## src/rtl/ppf_pkg.sv

```systemverilog
// ppf_pkg: shared definitions for the polyphase filter-bank commutator.
//   ppf_state_e   : sequencer state encoding
//   ppf_marker_t  : frame marker bundle {valid, sop, eop, good}
//   clogb2        : bits needed to index n items (minimum 1)
//   flush_frames  : number of whole zero frames injected at end of stream
package ppf_pkg;

    typedef enum logic [1:0] {
        ST_IDLE  = 2'd0,
        ST_FILL  = 2'd1,
        ST_RUN   = 2'd2,
        ST_FLUSH = 2'd3
    } ppf_state_e;

    typedef struct packed {
        logic valid;
        logic sop;
        logic eop;
        logic good;
    } ppf_marker_t;

    function automatic int clogb2(input int n);
        int r;
        r = 0;
        while ((1 << r) < n) r++;
        if (r == 0) r = 1;
        return r;
    endfunction

    // Every branch needs TAPS-1 older samples pushed through before the
    // last real sample reaches the end of its delay line.
    function automatic int flush_frames(input int taps);
        return taps - 1;
    endfunction

endpackage

```

## src/rtl/ppf_marker_delay.sv

```systemverilog
// ppf_marker_delay: fixed-depth shift register for frame markers, aligning
// them with the branch-filter output latency.
//   clk_i  : clock
//   rst_i  : synchronous active-high clear of every stage
//   d_i    : marker entering the pipe
//   q_o    : marker delayed by DEPTH cycles
module ppf_marker_delay
    import ppf_pkg::*;
#(
    parameter int DEPTH = 1
) (
    input  logic        clk_i,
    input  logic        rst_i,
    input  ppf_marker_t d_i,
    output ppf_marker_t q_o
);

    ppf_marker_t pipe_q [DEPTH];
    ppf_marker_t pipe_d [DEPTH];

    always_comb begin
        pipe_d[0] = d_i;
        for (int i = 1; i < DEPTH; i++) pipe_d[i] = pipe_q[i-1];
    end

    always_ff @(posedge clk_i) begin
        for (int i = 0; i < DEPTH; i++) begin
            if (rst_i) pipe_q[i] <= '0;
            else       pipe_q[i] <= pipe_d[i];
        end
    end

    assign q_o = pipe_q[DEPTH-1];

endmodule

```

## src/rtl/ppf_commutator_ctrl.sv

```systemverilog
// ppf_commutator_ctrl: front-end sequencer for the polyphase filter bank.
// Accepts a complex sample stream (valid/ready), commutates it round-robin
// onto NUM_BRANCH branch filters starting at branch NUM_BRANCH-1, and emits
// latency-aligned frame markers for the downstream FFT. Tracks warm-up and
// end-of-stream zero flush so only fully-primed frames are flagged good.
//
// Ports:
//   clk_i, rst_i            : clock, synchronous active-high reset
//   s_valid_i / s_ready_o   : input handshake
//   s_real_i / s_imag_i     : input sample
//   flush_i                 : end-of-stream request (FILL/RUN only)
//   br_valid_o              : one-hot branch write strobe
//   br_real_o / br_imag_o   : registered sample broadcast to all branches
//   frm_valid/sop/eop/good_o: frame markers delayed by FILT_LATENCY
//   busy_o                  : sequencer not idle
//   ovr_cnt_o               : refused-sample counter, only when
//                             PPF_COMMUTATOR_OVERRUN_CNT_EN is defined
//
// state    | meaning
// ---------+------------------------------------------------------------
// ST_IDLE  | waiting for the first sample of a stream
// ST_FILL  | accepting samples, branch delay lines not yet primed
// ST_RUN   | accepting samples, output frames are good
// ST_FLUSH | input blocked, injecting zeros to drain the delay lines
module ppf_commutator_ctrl
    import ppf_pkg::*;
#(
    parameter int NUM_BRANCH      = 8,
    parameter int TAPS_PER_BRANCH = 4,
    parameter int DIN_WIDTH       = 16,
    parameter int FILT_LATENCY    = 1
) (
    input  logic                  clk_i,
    input  logic                  rst_i,
    input  logic                  s_valid_i,
    output logic                  s_ready_o,
    input  logic [DIN_WIDTH-1:0]  s_real_i,
    input  logic [DIN_WIDTH-1:0]  s_imag_i,
    input  logic                  flush_i,
    output logic [NUM_BRANCH-1:0] br_valid_o,
    output logic [DIN_WIDTH-1:0]  br_real_o,
    output logic [DIN_WIDTH-1:0]  br_imag_o,
    output logic                  frm_valid_o,
    output logic                  frm_sop_o,
    output logic                  frm_eop_o,
    output logic                  frm_good_o,
    output logic                  busy_o
`ifdef PPF_COMMUTATOR_OVERRUN_CNT_EN
    ,
    output logic [15:0]           ovr_cnt_o
`endif
);

    localparam int BW           = clogb2(NUM_BRANCH);
    localparam int FW           = clogb2(TAPS_PER_BRANCH + 1);
    localparam int FLUSH_FRAMES = flush_frames(TAPS_PER_BRANCH);
    localparam logic [BW-1:0] BR_LAST = BW'(NUM_BRANCH - 1);
    localparam logic [FW-1:0] TAPS_C  = FW'(TAPS_PER_BRANCH);
    localparam logic [FW-1:0] FLUSH_C = FW'(FLUSH_FRAMES);

    ppf_state_e            state_q, state_d;
    logic [BW-1:0]         br_cnt_q, br_cnt_d;
    logic [FW-1:0]         frm_cnt_q, frm_cnt_d;
    logic [FW-1:0]         flush_cnt_q, flush_cnt_d;
    logic                  s_ready_q, s_ready_d;
    logic                  busy_q, busy_d;
    logic [NUM_BRANCH-1:0] br_valid_q, br_valid_d;
    logic [DIN_WIDTH-1:0]  br_real_q, br_real_d;
    logic [DIN_WIDTH-1:0]  br_imag_q, br_imag_d;
    ppf_marker_t           tag_q, tag_d;
    ppf_marker_t           mk_dly;

    logic accept, inject, strobe, frame_end;

    assign accept    = s_valid_i & s_ready_q;
    // flush_cnt_q counts frame ends still owed; zero means nothing to inject
    assign inject    = (state_q == ST_FLUSH) && (flush_cnt_q != '0);
    assign strobe    = accept | inject;
    assign frame_end = strobe && (br_cnt_q == '0);

    always_comb begin
        state_d     = state_q;
        br_cnt_d    = br_cnt_q;
        frm_cnt_d   = frm_cnt_q;
        flush_cnt_d = flush_cnt_q;
        br_valid_d  = '0;
        br_real_d   = br_real_q;
        br_imag_d   = br_imag_q;
        tag_d       = '0;

        if (strobe) begin
            br_valid_d[br_cnt_q] = 1'b1;
            br_real_d  = inject ? '0 : s_real_i;
            br_imag_d  = inject ? '0 : s_imag_i;
            tag_d.valid = 1'b1;
            tag_d.sop   = (br_cnt_q == BR_LAST);
            tag_d.eop   = (br_cnt_q == '0);
            tag_d.good  = (state_q == ST_RUN) || (state_q == ST_FLUSH);
            br_cnt_d    = (br_cnt_q == '0) ? BR_LAST : br_cnt_q - BW'(1);
        end

        case (state_q)
            ST_IDLE: begin
                frm_cnt_d   = '0;
                flush_cnt_d = '0;
                if (accept) state_d = ST_FILL;
            end
            ST_FILL, ST_RUN: begin
                if (frame_end && frm_cnt_q != TAPS_C) frm_cnt_d = frm_cnt_q + FW'(1);
                if (flush_i) begin
                    state_d = ST_FLUSH;
                    // one extra frame end when the stream stopped mid-frame
                    flush_cnt_d = FLUSH_C + FW'(br_cnt_d != BR_LAST);
                end else if (frm_cnt_d == TAPS_C) begin
                    state_d = ST_RUN;
                end
            end
            ST_FLUSH: begin
                if (flush_cnt_q == '0) begin
                    state_d = ST_IDLE;
                end else if (frame_end) begin
                    flush_cnt_d = flush_cnt_q - FW'(1);
                    if (flush_cnt_q == FW'(1)) state_d = ST_IDLE;
                end
            end
            default: state_d = ST_IDLE;
        endcase

        s_ready_d = (state_d != ST_FLUSH);
        busy_d    = (state_d != ST_IDLE);
    end

    always_ff @(posedge clk_i) begin
        if (rst_i) begin
            state_q     <= ST_IDLE;
            br_cnt_q    <= BR_LAST;
            frm_cnt_q   <= '0;
            flush_cnt_q <= '0;
            s_ready_q   <= 1'b0;
            busy_q      <= 1'b0;
            br_valid_q  <= '0;
            br_real_q   <= '0;
            br_imag_q   <= '0;
            tag_q       <= '0;
        end else begin
            state_q     <= state_d;
            br_cnt_q    <= br_cnt_d;
            frm_cnt_q   <= frm_cnt_d;
            flush_cnt_q <= flush_cnt_d;
            s_ready_q   <= s_ready_d;
            busy_q      <= busy_d;
            br_valid_q  <= br_valid_d;
            br_real_q   <= br_real_d;
            br_imag_q   <= br_imag_d;
            tag_q       <= tag_d;
        end
    end

    ppf_marker_delay #(
        .DEPTH (FILT_LATENCY)
    ) u_marker_delay (
        .clk_i (clk_i),
        .rst_i (rst_i),
        .d_i   (tag_q),
        .q_o   (mk_dly)
    );

`ifdef PPF_COMMUTATOR_OVERRUN_CNT_EN
    logic [15:0] ovr_cnt_q, ovr_cnt_d;

    always_comb begin
        ovr_cnt_d = ovr_cnt_q;
        if (s_valid_i && !s_ready_q && state_q == ST_FLUSH && ovr_cnt_q != 16'hFFFF)
            ovr_cnt_d = ovr_cnt_q + 16'd1;
    end

    always_ff @(posedge clk_i) begin
        if (rst_i) ovr_cnt_q <= '0;
        else       ovr_cnt_q <= ovr_cnt_d;
    end

    assign ovr_cnt_o = ovr_cnt_q;
`endif

    assign s_ready_o   = s_ready_q;
    assign busy_o      = busy_q;
    assign br_valid_o  = br_valid_q;
    assign br_real_o   = br_real_q;
    assign br_imag_o   = br_imag_q;
    assign frm_valid_o = mk_dly.valid;
    assign frm_sop_o   = mk_dly.sop;
    assign frm_eop_o   = mk_dly.eop;
    assign frm_good_o  = mk_dly.good;

endmodule
```

## config.mk

```make
export PLATFORM = sky130hd
export DESIGN_NAME = ppf_commutator_ctrl
export DESIGN_NICKNAME = d
export VERILOG_FILES = /design/src/rtl/ppf_pkg.sv /design/src/rtl/ppf_marker_delay.sv /design/src/rtl/ppf_commutator_ctrl.sv
export SDC_FILE = /design/constraint.sdc
export NUM_CORES = 1
export LEC_CHECK = 0
export CELL_PAD_IN_SITES_DETAIL_PLACEMENT = 1
export CELL_PAD_IN_SITES_GLOBAL_PLACEMENT = 2
export CORE_ASPECT_RATIO = 1.2
export CORE_UTILIZATION = 26
export CTS_BUF_LIST = sky130_fd_sc_hd__clkbuf_2 sky130_fd_sc_hd__clkbuf_4 sky130_fd_sc_hd__clkbuf_8
export DETAILED_ROUTE_END_ITERATION = 10
export PLACE_DENSITY = 0.79
export SETUP_SLACK_MARGIN = 0.3
export SLEW_MARGIN = 20
export SYNTH_ARGS = -nofsm -noshare
export SYNTH_HDL_FRONTEND = slang
export SYNTH_SLANG_ARGS = --single-unit
```

## constraint.sdc

```tcl
create_clock -name clk_i -period 2.7 [get_ports clk_i]
set_input_delay 0.81 -clock clk_i [delete_from_list [all_inputs] [get_ports clk_i]]
set_output_delay 0.81 -clock clk_i [all_outputs]
set_load 0.05 [all_outputs]
```

* Yosys cells after proc, flatten, opt, wreduce, memory -nomap -nowiden *
Memory sizes are Yosys's and may differ from the RTL's.
Index checks and enable logic that the tools add are counted.

word-level totals
  register bits = 57
  output and inout bits = 46
  memory bits (writable) = 4
  memories = 1
  input port bits = 36
  word-level logic and storage cells = 76

memory list
  memory                 words  bits a word  rd ports  clocked after memory_dff  write ports  line                    RTL
  u_marker_delay.pipe_q  1      4            1         0                         1            ppf_marker_delay.sv:18  ppf_marker_t pipe_q [DEPTH];

operators by class
  order comparisons = 2
  reduce and logical (&&, ||, !) cells = 15
  eq/ne operators = 12
  bitwise operators = 3
  $add $sub $neg = 4
  multiplexer cells = 26

operators with widths
  kind                   count
  $mux W16               2
  $mux W3                7
  $mux W2                6
  $pmux W3 S3            1
  $mux W4                2
  $ne A2 B2 Y1 const B   4
  $eq A3 B3 Y1 const B   2
  $logic_not A3 Y1       2
  $ne A3 B3 Y1 const B   2
  $pmux W2 S3            1
  $pmux W3 S2            1
  $sub A3 B1 Y3 const B  2
  $mux W1                5
  $eq A2 B2 Y1 const B   2
  $logic_and A1 B1 Y1    4
  $lt A3 B4 Y1 const B   1
  $reduce_bool A2 Y1     2
  $reduce_or A2 Y1       2
  $reduce_or A4 Y1       1
  $add A2 B1 Y3 const A  1
  $add A3 B1 Y3 const B  1
  $demux W1 S3           1
  $eq A3 B1 Y1 const B   1
  $ge A3 B1 Y1 const B   1
  8 further kinds        8

* Logic depth before layout (Yosys ltp) *
Gate-level depths: netlist (run 1).

  depth in word-level cells = 12
  depth in mapped cells = 8
  gate-level depth less buffers = 8

* Cells and area by module *
Synthesis (run 1) repeated with hierarchy kept, for this count alone.

second synthesis, totals
  cells, all modules = 282
  area, all modules = 2407.3 um2

by module, submodules not included
  module               cells an instance  area each (um2)  seq. area each (um2)  instances
  ppf_commutator_ctrl  274                2302.2           1141.1                1
  ppf_marker_delay     8                  105.1            80.1                  1

* Worst setup path before layout (run 1) *
Ideal clock, no wire load.

  path type = input to register
  start point = in s_valid_i
  end point = reg s_ready_q, in the netlist s_ready_o
  data arrival time = 1.916 ns
  required time = 2.585 ns
  setup time = 0.115 ns
  slack = 0.669 ns
  cell stages on the path = 7
  path buffers = 1
  cells stage by stage = and2_1 > buf_4 > a21o_4 > a31oi_1 > a21oi_1 > a31o_1 > o21ba_1

between the ends
  cells in the longest elaborated chain, start to end = 11
  elaborated cells between the ends (all ways) = 14
  classes of those cells = eq/ne (2); mux (8); bitwise (2); reduce/logical (2)

RTL lines
  what                  line                        RTL
  from (decl)           ppf_commutator_ctrl.sv:35   input logic s_valid_i,
  $and A1 B1 Y1 (*)     ppf_commutator_ctrl.sv:75   assign accept = s_valid_i & s_ready_q;
  $or A1 B1 Y1          ppf_commutator_ctrl.sv:78   assign strobe = accept | inject;
  $logic_and A1 B1 Y1   ppf_commutator_ctrl.sv:79   assign frame_end = strobe && (br_cnt_q == '0);
  $logic_and A1 B1 Y1   ppf_commutator_ctrl.sv:109  if (frame_end && frm_cnt_q != TAPS_C) frm_cnt_d = frm_cnt_q + FW'(1);
  $mux W3               ppf_commutator_ctrl.sv:109
  $mux W3               ppf_commutator_ctrl.sv:102  case (state_q)
  $eq A3 B3 Y1          ppf_commutator_ctrl.sv:114  end else if (frm_cnt_d == TAPS_C) begin
  $mux W2               ppf_commutator_ctrl.sv:114
  $mux W2               ppf_commutator_ctrl.sv:110  if (flush_i) begin
  $pmux W2 S3 (*)       ppf_commutator_ctrl.sv:102
  $ne A2 B2 Y1 (*)      ppf_commutator_ctrl.sv:129  s_ready_d = (state_d != ST_FLUSH);
  to (signal assigned)  ppf_commutator_ctrl.sv:150  s_ready_q <= s_ready_d;
  to (decl)             ppf_commutator_ctrl.sv:65   logic s_ready_q, s_ready_d;

Mark *: on every way between the ends. The rest lies on a longest branch, timed or not. The select of a mux whose other input is x is not followed.
A chain may end at the register's enable or synchronous reset.

* Final worst setup path (run 1) *
  start point = reg s_ready_q, in the netlist s_ready_o
  end point = out s_ready_o

RTL lines
  what       line                       RTL
  to (decl)  ppf_commutator_ctrl.sv:36  output logic s_ready_o,

No word-level cell between the ends.

==> results of run 1 <==
==> Yosys cell counts, types with 4 or more instances <==
library cell,number
a21oi_1,37
clkbuf_1,11
dfxtp_1,61
ha_1,12
inv_1,10
nand2_1,75
nand2b_1,4
nor2_1,20
nor2b_1,4
nor3_1,7
==> cells in the final DEF (no fill, tap or decap), drive strengths merged, types with 2 or more instances in the layout <==
cell type and n:
a311oi 2, a21oi 38, nand2b 5, clkbuf 10, nor3 7, nand2 75
clkinv 3, o22ai 2, o21ai 5, nor2b 4, nand3 3, buf 6
o21bai 3, nor2 20, inv 12, a22oi 2, dfxtp 61, a31oi 3
and3 2, clkdlybuf4s50 81, ha 12, a21o 3, a31o 2
==> path summary, 6_finish.rpt <==
check                                       startpoint                                     end  slack (ns)  cells after the start
worst max-delay path              s_ready_o$_SDFF_PP0_                               s_ready_o        0.34                      1
worst min-delay path               tag_q[2]$_SDFF_PP0_  u_marker_delay.pipe_q[0][2]$_SDFF_PP0_        0.43                      1
worst max register to register  br_cnt_q[1]$_SDFF_PP1_                    s_ready_o$_SDFF_PP0_        0.54                      8
worst min register to register     tag_q[2]$_SDFF_PP0_  u_marker_delay.pipe_q[0][2]$_SDFF_PP0_        0.43                      1
==> routing by layer <==
| metal | vias up | GRT usage, % | wire [um] |
|---|---|---|---|
| li1 | 1120 | - | - |
| met1 | 1049 | 17.6 | 3110 |
| met2 | 58 | 22.1 | 2980 |
| met3 | 10 | 3.88 | 284 |
| met4 | 0 | 5.53 | 97 |
| met5 | - | 0 | 0 |
==> stage by stage <==
stage / hold WS (ns) / std cells / area (um^2)
after CTS: 0.433 / 496 / 3580
after detailed placement: 0.427 / 480 / 3370
after global placement: 0.426 / 480 / 3370
after global routing: 0.444 / 496 / 3580
final: 0.432 / 496 / 3580
after floorplan: 0.414 / 287 / 2430
==> registers in the layout, indices dropped and copies added (netlist names) <==
| register | cells |
|---|---|
| br_real_o | 16 |
| u_marker_delay.pipe_q | 4 |
| s_ready_o | 1 |
| flush_cnt_q | 3 |
| br_valid_o | 8 |
| busy_o | 1 |
| br_imag_o | 16 |
| state_q | 2 |
| tag_q | 4 |
| br_cnt_q | 3 |
| frm_cnt_q | 3 |
==> layout make-up <==
cell class,instances,area share [%]
well taps,120,4.19
inverters,10,1.05
flip-flops and latches,61,34.1
clock inverters,6,1.96
multi-input cells,202,31.0
clock buffers,10,3.84
repair buffers,87,23.9
==> cell families (layout without fill, tap and decap cells) <==
kind of cell,Yosys count,count (layout),synth area share [%]
fa+ha+maj,12,12,6.19
flops,61,61,50.3
buf+inv,24,113,3.97
simple gates,120,120,20.9
xor+xnor,1,1,0.361
compound gates,68,68,17.8
mux,1,1,0.412
==> where the power goes <==
part	leakage, nW	internal [mW]	switching [mW]
sequential	0.497	0.974	0.0528
combinational	0.770	0.288	0.486
clock	0.107	0.459	0.384
==> qor.txt, run 1 <==
Die area: 9730 um^2
Detailed-route vias per instance: 4.51
Largest net degree at the start of global routing: 33
Worst-Margin Slew: 0.529 ns
Clk buf depth: 2
Tcrit/Tclk final: 87.2%
Post CTS Setup Buffer Count: 0
Pwr Total: 2.64 mW
Antenna Nets Post-Route: 0
I/O pin count: 82
Final Core Density: 39.7%
RSZ-0062 raised after global routing: no
Congestion Overflow GR: 0
Row count: 38
Fmax: 425 MHz
Critical path class: reg -> out
Buffers and inverters on the worst path: 1
Hold Crit Class: reg -> reg
Filler cell count: 1088
Ranking of synthesized cells by area: dfxtp_1 50%, nand2_1 12%, a21oi_1 7.6%, ha_1 6.2%, nor2_1 3.1%
Drt drc: 0
Reg area: 1220 um^2
Synthesis Warnings: 0
WP data arrival: 1.55 ns
Post-CTS Hold Buffers: 0
Port Buffer Count: 81
Global-route wire length before repair: 10700 um
CTS H-tree lvls: 3
Nets: 419
Clock Skew: 0.00901 ns
DR WL/cell: 13.1 um
Synth Area per Inst: 8.46 um^2
TNS Setup: 0 ns
Data required, critical path: 1.89 ns
Crit. End Element: output port
Initial antenna violation count: 0
Worst skew pair latency: 0.34 ns
Core ar.: 9030 um^2
Slew HR: 64.6%
Die H: 108 um
Clock sink total: 61
Slowest CP cell: clkdlybuf4s50_1
Fraction of layout cells with a size suffix above 1: 6.91%
Crit Path Max Fanout: 3
CTS clk-pin slew, worst paths: 0.08 ns
Worst vdd ir: 0.000273 V
Leading area contributor after synthesis: dfxtp_1
Sequential fraction of the synthesis area: 50.3%
1st-iter DRT viols: 43
Critical Path Max Stage Delay: 0.82 ns
Ys async rst share: 0%
GR Util All Layers: 13.9%
Diodes inserted: 0
Delay-heaviest family, CP: buffers and inverters
EDFF count, synth: 0
Final setup fails: 0
Clock root buffer: clkbuf_8
Place WS: 0.202 ns
Post-route minimum period: 2.36 ns
DIE WIDTH: 90.2 um
Via count: 2237
Mapped Cells: 287
Primary FF master, synth: dfxtp_1
Final setup margin: 0.345 ns
Multi-input logic area: 1110 um^2
Share of the synthesized area in the top cell type: 50.3%
Total CTS buffers: 9
Worst-path cell chain: clkdlybuf4s50_1
Post-synth cell types: 41
Status: completed
Number of global-route vias before repair: 2211
PwrDens: 738 nW/um^2
CTS resizes: 0
Syn nets: 335
Initial Util: 26.9%
Pre-antenna DRT Iters: 4
Static Leak: 1.37 nW
CP startpoint kind: flop
Synth Register Bits: 61
WL final: 6470 um
Final Wtd Congestion: 0.812
Final hold vios: 0
CTS tree: built
Cell Area, Synth: 2430 um^2
Number of max-cap violations: 0
Detailed Place HPWL: 4680 um
Area Growth Syn to Fin: 47.6%
Slew Limit Fails: 0
(Power assumes the default switching activity.)
==> run 2: changes to the inputs <==
--- a/config.mk
+++ b/config.mk
@@ -5,13 +5,14 @@
 export SDC_FILE = /design/constraint.sdc
 export NUM_CORES = 1
 export LEC_CHECK = 0
+export CAP_MARGIN = 0
 export CELL_PAD_IN_SITES_DETAIL_PLACEMENT = 1
 export CELL_PAD_IN_SITES_GLOBAL_PLACEMENT = 2
 export CORE_ASPECT_RATIO = 1.2
 export CORE_UTILIZATION = 26
 export CTS_BUF_LIST = sky130_fd_sc_hd__clkbuf_2 sky130_fd_sc_hd__clkbuf_4 sky130_fd_sc_hd__clkbuf_8
 export DETAILED_ROUTE_END_ITERATION = 10
-export PLACE_DENSITY = 0.79
+export PLACE_DENSITY = 0.81
 export SETUP_SLACK_MARGIN = 0.3
 export SLEW_MARGIN = 20
 export SYNTH_ARGS = -nofsm -noshare
==> constraint.sdc (replaced) <==
create_clock -name clk_i -period 2.2 [get_ports clk_i]
set_input_delay 0.66 -clock clk_i [delete_from_list [all_inputs] [get_ports clk_i]]
set_output_delay 0.66 -clock clk_i [all_outputs]
set_load 0.05 [all_outputs]
==> run 2 against run 1 <==
Effect of this change:
- worst hold slack better by 0.013 ns
- clock skew about the same
- combinational power up 40%
- cell area up 5.5%
- clock-buffer cell count up 1
==> qor.txt, run 2 (synthesized netlist as in run 1, its figures left out) <==
Status: completed
Reg area: 1230 um^2 (+0.92%)
Filler cell count: 1064 (-2.2%)
Pre-antenna DRT Iters: 4 (unchanged)
Global-route wire length before repair: 11300 um (+5.5%)
Largest net degree at the start of global routing: 33 (unchanged)
1st-iter DRT viols: 30 (-30%)
Number of max-cap violations: 0 (unchanged)
Diodes inserted: 0 (unchanged)
Worst-path cell chain: dlygate4sd2_1
Clk buf depth: 2 (unchanged)
Port Buffer Count: 81 (unchanged)
Hold WS: 0.445 ns (+0.0126 ns)
Place WS: -0.130 ns (-0.331 ns)
Number of global-route vias before repair: 2369 (+7.1%)
DR WL/cell: 13.5 um (+3.2%)
Worst-Margin Slew: 0.509 ns (-0.0199 ns)
Slew HR: 66.2% (+1.6 points)
WP data arrival: 1.20 ns (-0.35 ns)
Tcrit/Tclk final: 84.8%
Crit. End Element: output port
Fraction of layout cells with a size suffix above 1: 16.4% (+9.5 points)
Total CTS buffers: 9 (unchanged)
TNS Setup: 0 ns (unchanged)
Core ar.: 9030 um^2 (unchanged)
Initial Util: 26.9% (unchanged)
Buffers and inverters on the worst path: 1 (unchanged)
Congestion Overflow GR: 0 (unchanged)
Drt drc: 0 (unchanged)
DIE WIDTH: 90.2 um (unchanged)
Die H: 108 um (unchanged)
Data required, critical path: 1.54 ns (-0.35 ns)
Via count: 2265 (+1.3%)
PwrDens: 942 nW/um^2 (+28%)
Multi-input logic area: 1210 um^2 (+8.8%)
Final Wtd Congestion: 0.834 (+2.8%)
CTS H-tree lvls: 3 (unchanged)
GR Util All Layers: 14.7% (+0.88 points)
Worst skew pair latency: 0.33 ns (about the same)
Final hold vios: 0 (unchanged)
CTS tree: built
Critical path class: reg -> out
Clock Skew: 0.00947 ns (+0.000459 ns)
Pwr Total: 3.56 mW (+35%)
Fmax: 536 MHz
Die area: 9730 um^2 (unchanged)
Initial antenna violation count: 0 (unchanged)
Detailed Place HPWL: 4750 um (+1.5%)
Crit Path Max Fanout: 2 (-1)
Static Leak: 1.59 nW (+15%)
Hold Crit Class: reg -> reg
CTS clk-pin slew, worst paths: 0.07 ns (about the same)
Detailed-route vias per instance: 4.49 (-0.36%)
Delay-heaviest family, CP: buffers and inverters
Post-CTS Hold Buffers: 0 (unchanged)
Final setup margin: 0.335 ns (-0.00950 ns)
Area Growth Syn to Fin: 55.7%
I/O pin count: 82 (unchanged)
CP startpoint kind: flop
Nets: 428 (+2.1%)
Row count: 38 (unchanged)
Antenna Nets Post-Route: 0 (unchanged)
WL final: 6790 um (+4.9%)
Clock root buffer: clkbuf_8
Post-route minimum period: 1.86 ns
Most common cell after layout, fill and taps aside: nand2_1
Worst vdd ir: 0.000377 V (+38%)
Slew Limit Fails: 0 (unchanged)
Clock sink total: 61 (unchanged)
Slowest CP cell: dlygate4sd2_1
Most frequent cells in the layout: 75 x nand2_1, 56 x dfxtp_1, 36 x a21oi_1
Critical Path Max Stage Delay: 0.54 ns (-0.28 ns)
RSZ-0062 raised after global routing: yes
Final Core Density: 41.8% (+2.2 points)
Final setup fails: 0 (unchanged)
==> run 2: cell type report <==
cell class,instances,area share (%)
Sequential cell,61,32.6
Multi-Input combinational cell,202,32.0
Timing Repair Buffer,96,23.9
Clock buffer,11,4.01
Tap cell,120,3.97
Clock inverter,4,2.52
Inverter,10,0.993
==> run 2: per-stage QoR <==
stage | cells | cell area, um^2
finish | 504 | 3780
global route | 504 | 3780
CTS | 503 | 3660
detailed placement | 485 | 3420
global placement | 485 | 3420
floorplan | 287 | 2430
==> run 2: metal layers <==
metal	up-vias	global-route usage (%)	part of all wire (%)
met4	0	5.53	1.2
li1	1144	-	-
met2	52	27.7	53
met1	1061	15.8	42
met5	-	0	0
met3	8	3.74	4.2
==> run 2: power by group <==
group / internal, mW / total, mW / switching [mW]
Clock: 0.806 / 1.22 / 0.412
Combinational: 0.401 / 1.08 / 0.678
Sequential: 1.20 / 1.26 / 0.0598
Total: 2.41 / 3.56 / 1.15
==> run 2: worst paths after layout <==
kind,from,end,slack [ns],cells after the start
setup / recovery,br_real_o[15]$_SDFFE_PP0N_,br_real_o[15],0.34,1
hold / removal,tag_q[0]$_SDFF_PP0_,u_marker_delay.pipe_q[0][0]$_SDFF_PP0_,0.44,1
setup reg to reg,br_cnt_q[0]$_SDFF_PP1_,s_ready_o$_SDFF_PP0_,0.35,8
hold reg to reg,tag_q[0]$_SDFF_PP0_,u_marker_delay.pipe_q[0][0]$_SDFF_PP0_,0.44,1
==> run 2: what timing repair did <==
item	in CTS	in global routing
gates resized for setup	55	38
pin swaps	6	3
endpoints found under the setup margin	49	26
setup buffers	3	1
